--- src/rtl/mem_dma_pkg.sv ---
// Shared definitions for the block copy/fill engine that fronts the 256x8 memory.
// Holds the FSM state encoding and the operating-mode constants.
package mem_dma_pkg;

    typedef enum logic [1:0] {
        ST_IDLE = 2'd0,
        ST_RD   = 2'd1,
        ST_WR   = 2'd2,
        ST_DONE = 2'd3
    } state_e;

    localparam logic MODE_COPY = 1'b0;
    localparam logic MODE_FILL = 1'b1;

endpackage

--- src/rtl/mem_dma.sv ---
// Memory-side driver: forwards CPU accesses when idle, otherwise runs a byte-wise
// COPY (read then write per byte) or FILL (one write per byte) over len bytes.
module mem_dma
    import mem_dma_pkg::*;
#(
    parameter int AW = 8,
    parameter int DW = 8
) (
    input  logic          CLK,
    input  logic          RST,
    input  logic          cpu_read,
    input  logic          cpu_write,
    input  logic [AW-1:0] cpu_addr,
    input  logic [DW-1:0] cpu_wdata,
    output logic [DW-1:0] cpu_rdata,
    output logic          cpu_stall,
    input  logic          start,
    input  logic          mode,
    input  logic [AW-1:0] src,
    input  logic [AW-1:0] dst,
    input  logic [AW:0]   len,
    input  logic [DW-1:0] fill_val,
    output logic          busy,
    output logic          done,
    output logic          MemRead,
    output logic          MemWrite,
    output logic [AW-1:0] ADDR,
    output logic [DW-1:0] Data_in,
    input  logic [DW-1:0] mem_rdata
);

    state_e        state_q;
    logic          mode_q;
    logic [AW-1:0] sa_q;
    logic [AW-1:0] da_q;
    logic [AW:0]   cnt_q;
    logic [DW-1:0] fill_q;

    // NOTE: state registers use non-blocking assignments so every flop samples
    // pre-edge values; blocking here would create order-dependent simulation.
    always_ff @(posedge CLK) begin
        if (RST) begin
            state_q <= ST_IDLE;
            mode_q  <= MODE_COPY;
            sa_q    <= '0;
            da_q    <= '0;
            cnt_q   <= '0;
            fill_q  <= '0;
        end else begin
            case (state_q)
                ST_IDLE: begin
                    if (start) begin
                        mode_q <= mode;
                        sa_q   <= src;
                        da_q   <= dst;
                        cnt_q  <= len;
                        fill_q <= fill_val;
                        if (len == '0)
                            state_q <= ST_DONE;
                        else if (mode == MODE_FILL)
                            state_q <= ST_WR;
                        else
                            state_q <= ST_RD;
                    end
                end
                ST_RD: state_q <= ST_WR;
                ST_WR: begin
                    // Addresses are AW bits wide, so they wrap modulo 2**AW for free.
                    sa_q  <= sa_q + 1'b1;
                    da_q  <= da_q + 1'b1;
                    cnt_q <= cnt_q - 1'b1;
                    if (cnt_q == (AW+1)'(1))
                        state_q <= ST_DONE;
                    else if (mode_q == MODE_FILL)
                        state_q <= ST_WR;
                    else
                        state_q <= ST_RD;
                end
                ST_DONE: state_q <= ST_IDLE;
                default: state_q <= ST_IDLE;
            endcase
        end
    end

    assign busy      = (state_q != ST_IDLE);
    assign done      = (state_q == ST_DONE);
    assign cpu_stall = busy;
    assign cpu_rdata = mem_rdata;

    // NOTE: every output gets a default before the case so no path leaves one
    // unassigned, which would otherwise infer a latch.
    always_comb begin
        MemRead  = 1'b0;
        MemWrite = 1'b0;
        ADDR     = cpu_addr;
        Data_in  = cpu_wdata;
        case (state_q)
            ST_IDLE: begin
                MemRead  = cpu_read;
                MemWrite = cpu_write;
            end
            ST_RD: begin
                MemRead = 1'b1;
                ADDR    = sa_q;
            end
            ST_WR: begin
                MemWrite = 1'b1;
                ADDR     = da_q;
                // In COPY the byte read in RD is on mem_rdata during this cycle.
                Data_in  = (mode_q == MODE_FILL) ? fill_q : mem_rdata;
            end
            ST_DONE: ADDR = da_q;
            default: ;
        endcase
        if (RST) begin
            MemRead  = 1'b0;
            MemWrite = 1'b0;
        end
    end

endmodule
--- config.mk ---
export PLATFORM = sky130hd
export DESIGN_NAME = mem_dma
export DESIGN_NICKNAME = d
export VERILOG_FILES = /design/src/rtl/mem_dma_pkg.sv /design/src/rtl/mem_dma.sv
export SDC_FILE = /design/constraint.sdc
export NUM_CORES = 1
export LEC_CHECK = 0
export BUFFER_PORTS_ARGS = -buffer_cell sky130_fd_sc_hd__buf_2
export CORE_ASPECT_RATIO = 0.5
export CORE_MARGIN = 4
export CORE_UTILIZATION = 30
export DETAILED_ROUTE_END_ITERATION = 10
export PLACE_DENSITY = 0.57
export SYNTH_ARGS = -nofsm -noshare
export SYNTH_HDL_FRONTEND = slang
export SYNTH_SLANG_ARGS = --single-unit
--- constraint.sdc ---
create_clock -name CLK -period 2.49 [get_ports CLK]
set_clock_uncertainty 0.2 [all_clocks]
set_input_delay 0.498 -clock CLK [delete_from_list [all_inputs] [get_ports CLK]]
set_output_delay 0.498 -clock CLK [all_outputs]
set_load 0.01 [all_outputs]
==> results of run 1 <==
sequential cells by signal (all words and copies together) (netlist names):
| name | cells |
|---|---|
| mode_q | 1 |
| da_q | 8 |
| cnt_q | 9 |
| state_q | 2 |
| fill_q | 8 |
| sa_q | 8 |
report_power, final:
group	leakage [nW]	total, mW	internal [mW]	switching, mW
sequential	0.297	0.701	0.635	0.0656
clock	0.0667	0.592	0.364	0.229
combinational	0.848	0.484	0.214	0.271
worst max-delay path by stage:
stage                     from         end  depth (start not counted)
floorplan           state_q[1]     ADDR[0]                          6
global placement         start    cnt_q[1]                          3
detailed placement       start    cnt_q[1]                          3
CTS                 state_q[1]  Data_in[0]                          4
global route        state_q[1]  Data_in[5]                          4
finish              state_q[1]  Data_in[1]                          4
layout make-up:
type	count	area share [%]
inverters	14	1.79
multi-input cells	216	46.8
repair buffers	101	18.1
clock buffers	6	4.40
well taps	96	4.10
flip-flops and latches	36	24.6
clock inverters	1	0.171
per-stage QoR:
step / utilization (%) / instance area (um2) / std cells / hold WS [ps] / setup slack [ps]
floorplan: - / 2300 / 298 / 236 / 393
global placement: 37.9 / 2800 / 463 / 244 / 336
detailed placement: 37.9 / 2800 / 463 / 248 / 328
CTS: 39.7 / 2930 / 470 / 255 / 208
global route: 39.7 / 2930 / 470 / 273 / 80.9
finish: 39.7 / 2930 / 470 / 253 / 209
kinds of logic after synthesis:
kind of cell / share of synthesized area [%]
flops: 31.4
compound gates: 27.2
simple gates: 22.3
buf+inv: 9.20
fa+ha+maj: 2.18
mux: 6.97
xor+xnor: 0.763
cells in the mapped netlist, types with 4 or more instances:
master,n,area share [%]
sky130_fd_sc_hd__nor2_1,11,1.8
sky130_fd_sc_hd__ha_1,4,2.2
sky130_fd_sc_hd__dfxtp_1,36,31
sky130_fd_sc_hd__buf_4,9,2.9
sky130_fd_sc_hd__mux2i_1,16,7.0
sky130_fd_sc_hd__o21ai_0,22,4.8
sky130_fd_sc_hd__a22oi_1,5,1.6
sky130_fd_sc_hd__nand2_1,46,7.5
sky130_fd_sc_hd__buf_2,4,0.87
sky130_fd_sc_hd__nor3_1,5,1.1
sky130_fd_sc_hd__inv_1,14,2.3
sky130_fd_sc_hd__or3_1,7,1.9
sky130_fd_sc_hd__clkbuf_1,17,2.8
sky130_fd_sc_hd__a31oi_1,10,2.7
sky130_fd_sc_hd__a311oi_1,7,2.7
sky130_fd_sc_hd__a21oi_1,21,4.6
sky130_fd_sc_hd__nand3_1,7,1.5
sky130_fd_sc_hd__o211ai_1,9,2.9
worst max-delay path, delay by kind of cell (launching register included):
| kind | cells | cell delay, ps |
|---|---|---|
| flops | 1 | 480 |
| buf+inv | 2 | 410 |
| simple gates | 1 | 260 |
| compound gates | 1 | 160 |
metal layers:
| layer | vias to the layer above | wire, um | global-route usage, % | part of all wire, % |
|---|---|---|---|---|
| met4 | 0 | 28 | 2.10 | 0.40 |
| li1 | 1243 | - | - | - |
| met5 | - | 0 | 0 | 0 |
| met2 | 63 | 3220 | 25.1 | 46 |
| met1 | 1154 | 3370 | 19.7 | 48 |
| met3 | 2 | 437 | 4.17 | 6.2 |
==> results.rst, run 1 <==
.. list-table::
   :header-rows: 1

   * - Metric
     - Value
   * - Outcome
     - finished clean
   * - Startpoint of the lowest-slack hold path
     - fill_q[0]
   * - Clock tree buffer depth
     - 2
   * - Hold/Removal Path Class
     - flop to flop
   * - Worst endpoint data arrival time
     - 1580 ps
   * - EDFF count, synth
     - 0
   * - Initial DRT Pass Iterations
     - 4
   * - Starting density of the core
     - 31.1%
   * - Routability congestion estimate from global placement
     - 0.799
   * - Row cnt
     - 22
   * - Number of antenna repair diodes
     - 0
   * - Fraction of registers with async set or reset after synthesis
     - 0%
   * - Wire length of the first global-routing pass
     - 11.6 mm
   * - Detailed-route via count
     - 2,462
   * - Number of design-rule violations left by the first detailed-router iteration
     - 111
   * - DPL Wire Length
     - 5.26 mm
   * - Max FO, Critical Path
     - 16
   * - Signed area change from the synthesized netlist to the final layout
     - 27.5%
   * - Flip-flop and latch area
     - 721 um2
   * - Final total negative setup slack
     - 0 ps
   * - Area of the multi-input gates
     - 1370 um2
   * - Total die area
     - 9210 um2
   * - PortBufs
     - 91
   * - Buffers inserted during post-CTS setup optimization
     - 0
   * - R2R Path Start
     - state_q[0]
   * - Actual transition at the worst max-transition pin
     - 542 ps
   * - Height of the chip
     - 69.9 um
   * - Required time of the worst setup path
     - 1790 ps
   * - Core Region
     - 7380 um2
   * - Tightest slew margin relative to the limit
     - 63.8%
   * - Detail-routed net length per standard cell
     - 15.0 um
   * - Type of the worst setup path
     - flop to output pin
   * - Dominant register cell in the synthesized netlist
     - sky130_fd_sc_hd__dfxtp_1
   * - Hold worst-path end
     - fill_q[0]
   * - Top Ports
     - 92
   * - Synthesis warning total
     - 0
   * - Mean number of vias per cell
     - 5.24
   * - # fillers
     - 820
   * - DRC violation count after routing
     - 0
   * - R2R Path End
     - cnt_q[8]
   * - Worst VDD drop
     - 302 uV
   * - Reg2reg path depth
     - 4
   * - TritonCTS clock tree
     - yes
   * - Synthesized net count
     - 365
   * - Most common cell after layout, fill and taps aside
     - sky130_fd_sc_hd__buf_2
   * - Maximum number of pins on one net before global-route repair
     - 28
   * - Slowest-stage cell, CP
     - sky130_fd_sc_hd__dfxtp_1
   * - Min-Delay Path Depth
     - 2
   * - Number of standard cells after synthesis
     - 298
   * - Maxcap violations
     - 0
   * - CTS Buf Count
     - 5
   * - Die extent in x
     - 132 um
   * - # hold bufs at CTS
     - 0
   * - Proportion of layout cells with a drive suffix above 1
     - 31.8%
   * - Clock Root Buffer
     - sky130_fd_sc_hd__clkbuf_16
   * - Nature of the critical path startpoint
     - flop
   * - Post-synthesis sequential area ratio
     - 31.4%
   * - Count of final hold-check violations
     - 0
   * - Htree depth
     - 2
   * - Pleak
     - 1.21 nW
   * - Series of cell instances along the critical path
     - nand2b_1, buf_4, o21ai_0, buf_2
   * - Clock insertion delay at the later pin of the skew report
     - 270 ps
   * - Initial antenna violation count
     - 0
   * - Leading cell types in the layout, fill and taps excluded
     - sky130_fd_sc_hd__buf_2, sky130_fd_sc_hd__nand2_1, sky130_fd_sc_hd__dfxtp_1
   * - Clock-pin slew on the worst setup and hold paths
     - 50 ps
   * - Largest incremental delay on the critical path
     - 480 ps
   * - Detailed Route WL
     - 7.06 mm
   * - Clock period minus worst slack
     - 2280 ps
   * - Distinct cell type count after synthesis
     - 46
   * - Number of nets in the layout
     - 441
   * - Vias in the first global route
     - 2,369
   * - Synthesized area per cell
     - 7.71 um2
   * - Total standard cell area after synthesis
     - 2300 um2
   * - Setup violations, final
     - 0
   * - Category of the worst setup path capture point
     - output pin
   * - GRT Residual Overflow
     - 0
   * - Count of clock tree sinks
     - 36
   * - Post-CTS resize count
     - 0
   * - Max frequency
     - 438 MHz
   * - Post-layout total power
     - 1.78 mW
   * - Number of nets with antenna violations after routing
     - 0
   * - Final worst path period share
     - 91.6%
   * - Global-route total usage across every layer
     - 15.0%
   * - Unrepaired setup endpoints after global routing
     - false
   * - FF+latch count, synth
     - 36
   * - Power per unit of standard cell area
     - 607 nW/um2
   * - Slack of the worst reg-to-reg path
     - 570 ps
   * - Max-slew violation total from the final report
     - 0
(Power assumes the default switching activity.)
==> run 2, diff against run 1 <==
--- a/config.mk
+++ b/config.mk
@@ -5,12 +5,12 @@
 export SDC_FILE = /design/constraint.sdc
 export NUM_CORES = 1
 export LEC_CHECK = 0
-export BUFFER_PORTS_ARGS = -buffer_cell sky130_fd_sc_hd__buf_2
 export CORE_ASPECT_RATIO = 0.5
 export CORE_MARGIN = 4
 export CORE_UTILIZATION = 30
 export DETAILED_ROUTE_END_ITERATION = 10
-export PLACE_DENSITY = 0.57
+export DONT_BUFFER_PORTS = 1
+export PLACE_DENSITY = 0.47
 export SYNTH_ARGS = -nofsm -noshare
 export SYNTH_HDL_FRONTEND = slang
 export SYNTH_SLANG_ARGS = --single-unit
==> results.rst, run 2 (synthesis gave the netlist of run 1 again) <==
.. list-table::
   :header-rows: 1

   * - Metric
     - Value
   * - Outcome
     - finished clean
   * - Initial DRT Pass Iterations
     - 4
   * - Detailed-route via count
     - 2,237
   * - Flip-flop and latch area
     - 723 um2
   * - Detail-routed net length per standard cell
     - 17.7 um
   * - Most common cell after layout, fill and taps aside
     - sky130_fd_sc_hd__nand2_1
   * - Clock period minus worst slack
     - 2230 ps
   * - Number of design-rule violations left by the first detailed-router iteration
     - 176
   * - PortBufs
     - 0
   * - Total die area
     - 9210 um2
   * - Setup violations, final
     - 0
   * - Power per unit of standard cell area
     - 704 nW/um2
   * - # fillers
     - 775
   * - Worst path setup slack after routing
     - 264 ps
   * - Vias in the first global route
     - 2,078
   * - Height of the chip
     - 69.9 um
   * - # hold bufs at CTS
     - 0
   * - Wire length of the first global-routing pass
     - 10.6 mm
   * - Clock tree buffer depth
     - 2
   * - Mean number of vias per cell
     - 5.72
   * - Max-slew violation total from the final report
     - 0
   * - Clock Root Buffer
     - sky130_fd_sc_hd__clkbuf_16
   * - Worst endpoint data arrival time
     - 1530 ps
   * - Reg2reg path depth
     - 3
   * - Area of the multi-input gates
     - 1370 um2
   * - R2R Path End
     - cnt_q[7]
   * - Post-layout total power
     - 1.83 mW
   * - Slack of the worst reg-to-reg path
     - 610 ps
   * - Leading cell types in the layout, fill and taps excluded
     - sky130_fd_sc_hd__nand2_1, sky130_fd_sc_hd__dfxtp_1, sky130_fd_sc_hd__o21ai_0
   * - Core Region
     - 7380 um2
   * - TritonCTS clock tree
     - yes
   * - Switching fraction of total power
     - 29.7%
   * - Die extent in x
     - 132 um
   * - Register with the most flip-flops
     - cnt_q
   * - Max frequency
     - 449 MHz
   * - Htree depth
     - 2
   * - Category of the worst setup path capture point
     - output pin
   * - Hold/Removal Path Class
     - input pin to flop
   * - Type of the worst setup path
     - flop to output pin
   * - Count of final hold-check violations
     - 0
   * - Switching power of the nets
     - 0.544 mW
   * - DRC violation count after routing
     - 0
   * - Tightest slew margin relative to the limit
     - 53.7%
   * - Maximum number of pins on one net before global-route repair
     - 33
   * - Logic pwr share
     - 22.1%
   * - Starting density of the core
     - 31.1%
   * - Unrepaired setup endpoints after global routing
     - false
   * - Max FO, Critical Path
     - 20
   * - Final worst path period share
     - 89.4%
   * - Worst VDD drop
     - 346 uV
   * - Initial antenna violation count
     - 0
   * - Actual transition at the worst max-transition pin
     - 694 ps
   * - Power share of the clock group
     - 39.0%
   * - Internal power consumption
     - 1.29 mW
   * - Top Ports
     - 92
   * - Setup crit start
     - state_q[0]
   * - CTS Buf Count
     - 5
   * - CP Capture Point
     - ADDR[6]
   * - Signed area change from the synthesized netlist to the final layout
     - 13.2%
   * - Nature of the critical path startpoint
     - flop
   * - Setup Slack @ Placement
     - 398 ps
   * - Proportion of layout cells with a drive suffix above 1
     - 14.2%
   * - Number of nets in the layout
     - 361
   * - Required time of the worst setup path
     - 1790 ps
   * - Number of nets with antenna violations after routing
     - 0
   * - Number of antenna repair diodes
     - 0
   * - Routability congestion estimate from global placement
     - 0.810
   * - Row cnt
     - 22
   * - Detailed Route WL
     - 6.92 mm
   * - Share of power burned in registers
     - 38.9%
   * - R2R Path Start
     - state_q[1]
   * - Clock insertion delay at the later pin of the skew report
     - 280 ps
   * - DPL Wire Length
     - 5.03 mm
   * - Pleak
     - 0.916 nW
   * - Clock-pin slew on the worst setup and hold paths
     - 60 ps
   * - Final total negative setup slack
     - 0 ps
   * - Global-route total usage across every layer
     - 14.2%
   * - Maxcap violations
     - 0
   * - Max FFs per register
     - 9
   * - GRT Residual Overflow
     - 0
   * - Count of clock tree sinks
     - 36
-- run 2: power by group through the flow --
stage / Clock (mW) / Sequential, mW / Combinational (mW)
final: 0.714 / 0.713 / 0.405
after global routing: 0.746 / 0.723 / 0.451
after global placement: 0 / 0.721 / 0.397
after floorplan: 0 / 0.687 / 0.329
after CTS: 0.728 / 0.712 / 0.405
after detailed placement: 0 / 0.724 / 0.404
-- run 2: per-layer routing --
layer / track usage, % / vias up / share of wire, %
li1: - / 1089 / -
met3: 4.89 / 8 / 8.1
met5: 0 / - / 0
met2: 22.6 / 87 / 44
met4: 2.79 / 0 / 0.87
met1: 18.8 / 1053 / 47
-- run 2: critical path, cell delays in order, from the launching register on --
cell and delay [ps]:
sky130_fd_sc_hd__dfxtp_2 480, sky130_fd_sc_hd__buf_12 210, sky130_fd_sc_hd__mux2i_1 90, sky130_fd_sc_hd__o21ai_0 290
sky130_fd_sc_hd__buf_4 190
-- run 2: through the flow --
step	utilization [%]	cell area, um2	hold slack (ps)	cells
after CTS	35.2	2600	81.4	391
after detailed placement	33.0	2430	244	383
after floorplan	-	2300	236	298
after global placement	33.0	2430	238	383
after global routing	35.3	2600	77.7	391
final	35.3	2600	88.7	391
-- run 2: layout make-up --
class / count / area share [%]
repair buffers: 21 / 6.54
clock buffers: 6 / 4.95
flip-flops and latches: 36 / 27.8
inverters: 14 / 2.02
well taps: 96 / 4.62
multi-input cells: 216 / 52.7
clock inverters: 2 / 1.35
-- run 2: how the worst min path moves through the flow --
| stage | from | to | depth (start not counted) |
|---|---|---|---|
| floorplan | fill_q[0] | fill_q[0] | 2 |
| global placement | fill_q[2] | fill_q[2] | 2 |
| detailed placement | fill_q[6] | fill_q[6] | 2 |
| CTS | RST | cnt_q[7] | 1 |
| global route | RST | da_q[6] | 1 |
| finish | RST | fill_q[2] | 1 |
-- run 2: what timing repair did --
item / in CTS / in global routing
resized for setup: 0 / 2
buffers inserted: 0 / 0
endpoints found under the setup margin: 0 / 1
